==> src/rtl/enemy_grid_mover.sv <==
// enemy_grid_mover
//   Periodic enemy-movement engine for the tile map. On start it raster-scans
//   the GRID_W x GRID_H map through the shared grid port and moves each enemy
//   one tile into an adjacent air cell, trying up to MAX_TRIES directions.
//   Moved enemies are tagged MOVED_CODE so the scan cannot move them twice,
//   then a second raster pass turns every MOVED_CODE cell back into an enemy.
//   Passes closer than MOVE_PERIOD clocks apart are skipped (done still pulses).
//
//   Optional build macro ENEMY_MOVER_LFSR_EN: direction source becomes an 8-bit
//   Fibonacci LFSR (taps 8,6,5,4, seed 8'h01) instead of a 2-bit up-counter.
//
// Ports:
//   clock, reset        system clock, synchronous active-high reset
//   start               pass request, sampled only in IDLE
//   done                one-cycle pulse when a request completes
//   busy                high in every state except IDLE
//   grid_x, grid_y      cell address
//   grid_out            cell contents, valid one clock after the address
//   grid_write, grid_in write strobe and data, committed at the clock edge
//   moved_count         enemies moved in the last accepted pass
module enemy_grid_mover #(
    parameter int GRID_W      = 40,
    parameter int GRID_H      = 30,
    parameter int XW          = 6,
    parameter int YW          = 5,
    parameter int CW          = 3,
    parameter int ENEMY_CODE  = 4,
    parameter int MOVED_CODE  = 5,
    parameter int AIR_CODE    = 0,
    parameter int MOVE_PERIOD = 200000,
    parameter int MAX_TRIES   = 4
) (
    input  logic          clock,
    input  logic          reset,
    input  logic          start,
    output logic          done,
    output logic          busy,
    output logic [XW-1:0] grid_x,
    output logic [YW-1:0] grid_y,
    input  logic [CW-1:0] grid_out,
    output logic          grid_write,
    output logic [CW-1:0] grid_in,
    output logic [15:0]   moved_count
);
    localparam int TW = $clog2(MOVE_PERIOD + 1);

    localparam logic [3:0] IDLE    = 4'd0;
    localparam logic [3:0] GATE    = 4'd1;
    localparam logic [3:0] S_ADDR  = 4'd2;
    localparam logic [3:0] S_READ  = 4'd3;
    localparam logic [3:0] D_ADDR  = 4'd4;
    localparam logic [3:0] D_READ  = 4'd5;
    localparam logic [3:0] W_DEST  = 4'd6;
    localparam logic [3:0] W_SRC   = 4'd7;
    localparam logic [3:0] S_NEXT  = 4'd8;
    localparam logic [3:0] F_ADDR  = 4'd9;
    localparam logic [3:0] F_READ  = 4'd10;
    localparam logic [3:0] F_WRITE = 4'd11;
    localparam logic [3:0] F_NEXT  = 4'd12;
    localparam logic [3:0] DONE    = 4'd13;

    logic [3:0]    r_state;
    logic [XW-1:0] r_cx, r_sx, r_dx;
    logic [YW-1:0] r_cy, r_sy, r_dy;
    logic [1:0]    r_dir0;
    logic [2:0]    r_try;
    logic [15:0]   r_tally;
    logic [15:0]   r_moved;
    logic [TW-1:0] r_timer;
    logic [1:0]    w_dirsrc;

    // Direction source free-runs from reset regardless of state.
`ifdef ENEMY_MOVER_LFSR_EN
    logic [7:0] r_lfsr;
    always_ff @(posedge clock) begin
        if (reset) r_lfsr <= 8'h01;
        else       r_lfsr <= {r_lfsr[6:0], r_lfsr[7] ^ r_lfsr[5] ^ r_lfsr[4] ^ r_lfsr[3]};
    end
    assign w_dirsrc = r_lfsr[1:0];
`else
    logic [1:0] r_dcnt;
    always_ff @(posedge clock) begin
        if (reset) r_dcnt <= 2'd0;
        else       r_dcnt <= r_dcnt + 2'd1;
    end
    assign w_dirsrc = r_dcnt;
`endif

    // Candidate destination for the current try; edge moves flag w_oob.
    logic [1:0]    w_dir;
    logic [XW-1:0] w_nx;
    logic [YW-1:0] w_ny;
    logic          w_oob;
    assign w_dir = r_dir0 + r_try[1:0];

    always_comb begin
        w_nx  = r_sx;
        w_ny  = r_sy;
        w_oob = 1'b0;
        case (w_dir)
            2'd0: if (r_sy == '0) w_oob = 1'b1; else w_ny = r_sy - 1'b1;
            2'd1: if (r_sx == XW'(GRID_W - 1)) w_oob = 1'b1; else w_nx = r_sx + 1'b1;
            2'd2: if (r_sy == YW'(GRID_H - 1)) w_oob = 1'b1; else w_ny = r_sy + 1'b1;
            default: if (r_sx == '0) w_oob = 1'b1; else w_nx = r_sx - 1'b1;
        endcase
    end

    logic w_last_cell, w_try_last, w_reload;
    assign w_last_cell = (r_cx == XW'(GRID_W - 1)) && (r_cy == YW'(GRID_H - 1));
    assign w_try_last  = (r_try == 3'(MAX_TRIES - 1));
    assign w_reload    = (r_state == GATE) && (r_timer == '0);

    // Grid port: cursor by default, destination while probing, source on W_SRC.
    always_comb begin
        grid_x     = r_cx;
        grid_y     = r_cy;
        grid_write = 1'b0;
        grid_in    = '0;
        case (r_state)
            D_ADDR:  begin grid_x = w_nx; grid_y = w_ny; end
            D_READ:  begin grid_x = r_dx; grid_y = r_dy; end
            W_DEST:  begin grid_x = r_dx; grid_y = r_dy; grid_write = 1'b1; grid_in = CW'(MOVED_CODE); end
            W_SRC:   begin grid_x = r_sx; grid_y = r_sy; grid_write = 1'b1; grid_in = CW'(AIR_CODE); end
            F_WRITE: begin grid_write = 1'b1; grid_in = CW'(ENEMY_CODE); end
            default: ;
        endcase
    end

    assign done        = (r_state == DONE);
    assign busy        = (r_state != IDLE);
    assign moved_count = r_moved;

    // Period timer: saturating down-counter, reloaded when a pass is accepted.
    always_ff @(posedge clock) begin
        if (reset)              r_timer <= '0;
        else if (w_reload)      r_timer <= TW'(MOVE_PERIOD - 1);
        else if (r_timer != '0) r_timer <= r_timer - 1'b1;
    end

    always_ff @(posedge clock) begin
        if (reset) begin
            r_state <= IDLE;
            r_cx <= '0; r_cy <= '0;
            r_sx <= '0; r_sy <= '0;
            r_dx <= '0; r_dy <= '0;
            r_dir0 <= '0; r_try <= '0;
            r_tally <= '0; r_moved <= '0;
        end else begin
            case (r_state)
                IDLE: if (start) r_state <= GATE;
                GATE: begin
                    if (r_timer != '0) r_state <= DONE;
                    else begin
                        r_tally <= '0;
                        r_cx <= '0; r_cy <= '0;
                        r_state <= S_ADDR;
                    end
                end
                S_ADDR: r_state <= S_READ;
                S_READ: begin
                    if (grid_out == CW'(ENEMY_CODE)) begin
                        r_sx <= r_cx; r_sy <= r_cy;
                        r_dir0 <= w_dirsrc;
                        r_try <= '0;
                        r_state <= D_ADDR;
                    end else r_state <= S_NEXT;
                end
                D_ADDR: begin
                    if (w_oob) begin
                        if (w_try_last) r_state <= S_NEXT;
                        else            r_try <= r_try + 3'd1;
                    end else begin
                        r_dx <= w_nx; r_dy <= w_ny;
                        r_state <= D_READ;
                    end
                end
                D_READ: begin
                    if (grid_out == CW'(AIR_CODE)) r_state <= W_DEST;
                    else if (w_try_last)           r_state <= S_NEXT;
                    else begin
                        r_try <= r_try + 3'd1;
                        r_state <= D_ADDR;
                    end
                end
                W_DEST: r_state <= W_SRC;
                W_SRC: begin
                    if (r_tally != 16'hFFFF) r_tally <= r_tally + 16'd1;
                    r_state <= S_NEXT;
                end
                S_NEXT, F_NEXT: begin
                    if (w_last_cell) begin
                        r_cx <= '0; r_cy <= '0;
                        if (r_state == S_NEXT) begin
                            r_moved <= r_tally;
                            r_state <= F_ADDR;
                        end else r_state <= DONE;
                    end else begin
                        if (r_cx == XW'(GRID_W - 1)) begin
                            r_cx <= '0;
                            r_cy <= r_cy + 1'b1;
                        end else r_cx <= r_cx + 1'b1;
                        r_state <= (r_state == S_NEXT) ? S_ADDR : F_ADDR;
                    end
                end
                F_ADDR: r_state <= F_READ;
                F_READ: r_state <= (grid_out == CW'(MOVED_CODE)) ? F_WRITE : F_NEXT;
                F_WRITE: r_state <= F_NEXT;
                DONE: r_state <= IDLE;
                default: r_state <= IDLE;
            endcase
        end
    end
endmodule
==> config.mk <==
export PLATFORM = sky130hd
export DESIGN_NAME = enemy_grid_mover
export DESIGN_NICKNAME = d
export VERILOG_FILES = /design/src/rtl/enemy_grid_mover.sv
export SDC_FILE = /design/constraint.sdc
export NUM_CORES = 1
export LEC_CHECK = 0
export CAP_MARGIN = 20
export CORE_UTILIZATION = 33
export DETAILED_ROUTE_END_ITERATION = 16
export PLACE_DENSITY = 0.59
export SYNTH_ARGS = -nofsm -noshare
export SYNTH_HDL_FRONTEND = slang
export SYNTH_SLANG_ARGS = --single-unit
export TNS_END_PERCENT = 30
==> constraint.sdc <==
create_clock -name clock -period 6.1 [get_ports clock]
set_input_delay 0.915 -clock clock [delete_from_list [all_inputs] [get_ports clock]]
set_output_delay 0.915 -clock clock [all_outputs]
set_load 0.03 [all_outputs]
==> flow_summary.json <==
{
  "grt.total_usage": 0.175,
  "vias": 4839,
  "crit_path_start": "r_state[1]",
  "fin_nets": 685,
  "clk_path_buf_depth": 2,
  "multiInputGateArea_um2": 3200,
  "p_per_area_nw_per_um2": 349,
  "crit_required_ns": 5.18,
  "cp-end-kind": "primary output",
  "ys_seq_area_frac": 0.356,
  "cp-start-kind": "flip-flop",
  "dieWidth_um": 129,
  "wl_per_cell_um": 15.6,
  "power_leakage_nw": 2.32,
  "synth_cell_type_count": 69,
  "synthXorXnorAreaFrac": 0.0584,
  "rsz0062_at_grt": "no",
  "die_area_um2": 16500,
  "filler_cell_count": 1581,
  "cts-root-buf": "clkbuf_16",
  "synth_common_cells": "113 x nor2_1, 94 x dfxtp_1, 42 x a21oi_1, 39 x nand2_1, 33 x mux2i_1",
  "wl_met2_mm": 6.43,
  "clk_pin_slew_ns": 0.06,
  "holdPathEnd": "r_try[2]",
  "async_reset_ff_frac": 0,
  "outcome": "finished, final reports clean",
  "wl_met3_um": 621,
  "top_layer": "met4",
  "slowest_delay_ns": 0.88,
  "synth-compound-area-share": 0.188,
  "grt_max_degree": 70,
  "routed_wl_mm": 13.8,
  "cts.sinks": 94,
  "slew_violations": 0,
  "hp-start": "r_try[2]",
  "skew_ns": 0.00956,
  "cts.htree.levels": 3,
  "insertion_delay_ns": 0.35,
  "ys_warn_count": 0,
  "place.gp.congestion": 0.839,
  "dp_hpwl_mm": 9.61,
  "finalCritPeriodShare": 0.698,
  "die_y_um": 129,
  "rrSetupSlack_ns": 2.89,
  "r2r_end": "r_cy[2]",
  "design_power_total_w": 0.00212,
  "drive_above_1_share": 0.0553,
  "synth-edff-count": 0,
  "drt_iter0_drc": 431,
  "cts_buffers": 9,
  "crit_top_cell": "nor2_1",
  "route.detailed.drc": 0,
  "syn_nets": 673,
  "met1_length_mm": 6.35,
  "n_antenna_cell": 0,
  "synth_top_flop_cell": "dfxtp_1",
  "hold_viol_final": 0,
  "crit_type": "flip-flop to primary output",
  "cp.arrival_ns": 3.34,
  "fmax_ghz": 0.235,
  "holdPathStages": 1,
  "syn_inst": 653,
  "critPathMaxFanout": 22,
  "synth_simple_gate_area_share": 0.245,
  "relSlewSlack": 0.344,
  "slowest_stage": "dfxtp_1",
  "path_cells": "inv_1 > nor2_1 > a22oi_1 > nor2_1 > a21oi_1 > o21ai_0 > clkdlybuf4s50_1",
  "portBuffers": 37,
  "vias_per_cell": 5.50,
  "antenna_found_initial": 0,
  "synth.area.top_cells": "dfxtp_1 36%, nor2_1 8.0%, mux2i_1 6.2%",
  "core_um2": 15400,
  "tightest_slew_ns": 0.984,
  "period_needed_ns": 4.26,
  "postSynthAreaPerCell_um2": 8.10,
  "ir_worst_vdd_mv": 0.164,
  "grt_pass1_wl_mm": 22.7,
  "fin_tns_setup_ns": 0,
  "grt_pass1_vias": 4437,
  "synth_top_family_by_area": "simple AND/OR/NAND/NOR gates",
  "setup_viol": 0,
  "yosysMostFrequentCell": "nor2_1",
  "synth_top_area_share": 0.356,
  "muxShareOfSynthArea": 0.0795,
  "worstRegToRegCells": 6,
  "syn_to_final_growth_pct": 14.7,
  "post_cts_resized": 0,
  "tritoncts": "yes",
  "rows": 45,
  "ys_ff_latch": 94,
  "reg2reg_from": "r_state[0]",
  "ff_latch_area_um2": 1880,
  "cap_viol_max_count": 0,
  "ant_nets": 0,
  "min_path_type": "flip-flop to flip-flop",
  "yosysTopAreaCell": "dfxtp_1",
  "post_cts_buffers": 0,
  "grt_overflow": 0,
  "synthAdderAreaFrac": 0.0331,
  "firstDrtPassIters": 6,
  "syn_area_um2": 5290,
  "start_util": 0.343,
  "hold_buffers": 0,
  "io_pins": 39
}
[area by class of cell]
type                    count  share of cell area
multi-input cells         506               0.526
clock inverters             6              0.0103
well taps                 211              0.0435
flip-flops and latches     94               0.310
inverters                  14             0.00866
repair buffers             40              0.0639
clock buffers               9              0.0371
[per-stage QoR]
step / area [um^2] / instances / utilization / hold slack (ns) / setup WS (ns)
after floorplan: 5290 / 653 / - / 0.425 / 2.74
after global placement: 5780 / 865 / 0.375 / 0.437 / 2.28
after detailed placement: 5780 / 865 / 0.375 / 0.443 / 2.32
after CTS: 6070 / 880 / 0.393 / 0.458 / 1.91
after global routing: 6070 / 880 / 0.393 / 0.488 / 1.64
final: 6070 / 880 / 0.393 / 0.454 / 1.84
[state kept, by name, summed over array words and instances, names as in the netlist]
| name | flops |
|---|---|
| r_dcnt | 2 |
| r_sx | 6 |
| r_dir0 | 2 |
| r_tally | 16 |
| r_sy | 5 |
| r_cy | 5 |
| r_dx | 6 |
| r_timer | 18 |
| r_dy | 5 |
| r_try | 3 |
| r_cx | 6 |
| r_state | 4 |
| moved_count | 16 |
[placed cells by master, fill, tap and decap left out, drive strengths merged, types with 14 or more instances in the layout]
| cell type | netlist | final |
|---|---|---|
| nor2 | 113 | 113 |
| dfxtp | 94 | 94 |
| a21oi | 42 | 42 |
| nand2 | 39 | 39 |
| clkdlybuf4s50 | 0 | 36 |
| mux2i | 33 | 33 |
| o21ai | 31 | 31 |
| nor3 | 21 | 21 |
| nand3 | 20 | 20 |
| a211oi | 19 | 19 |
| xor2 | 17 | 17 |
| inv | 14 | 15 |
| ha | 14 | 14 |
[where the power goes]
| group | switching (W) | total (W) | internal (W) |
|---|---|---|---|
| logic | 0.000474 | 0.000775 | 0.000302 |
| clock network | 0.000243 | 0.000559 | 0.000315 |
| registers | 0.000106 | 0.000787 | 0.000681 |
| total | 0.000823 | 0.00212 | 0.00130 |
[critical path, delay by kind of cell, from the launching register on]
family	cells	cell delay, ns
and+or+nand+nor	2	0.72
DFF	1	0.88
buffers and inverters	2	1.02
AOI/OAI and AO/OA	3	0.36
[cell families after synthesis]
family          Yosys count
xor+xnor                 32
fa+ha+maj                14
buf+inv                  53
other cells               1
simple gates            266
compound gates          152
mux                      41
flops                    94
[routing by layer]
metal  vias up  global-route usage
li1       2383                   -
met1      2317               0.228
met2       116               0.281
met3        23              0.0295
met4         0              0.0817
met5         -                   0
[worst max path at each step]
| stage | end | slack, ns | cells past startpoint |
|---|---|---|---|
| after floorplan | grid_y[0] | 2.74 | 7 |
| after global placement | grid_y[0] | 2.28 | 8 |
| after detailed placement | grid_y[0] | 2.32 | 8 |
| after CTS | grid_y[0] | 1.91 | 8 |
| after global routing | grid_x[3] | 1.64 | 7 |
| final | grid_x[3] | 1.84 | 7 |
(Power assumes the default switching activity.)
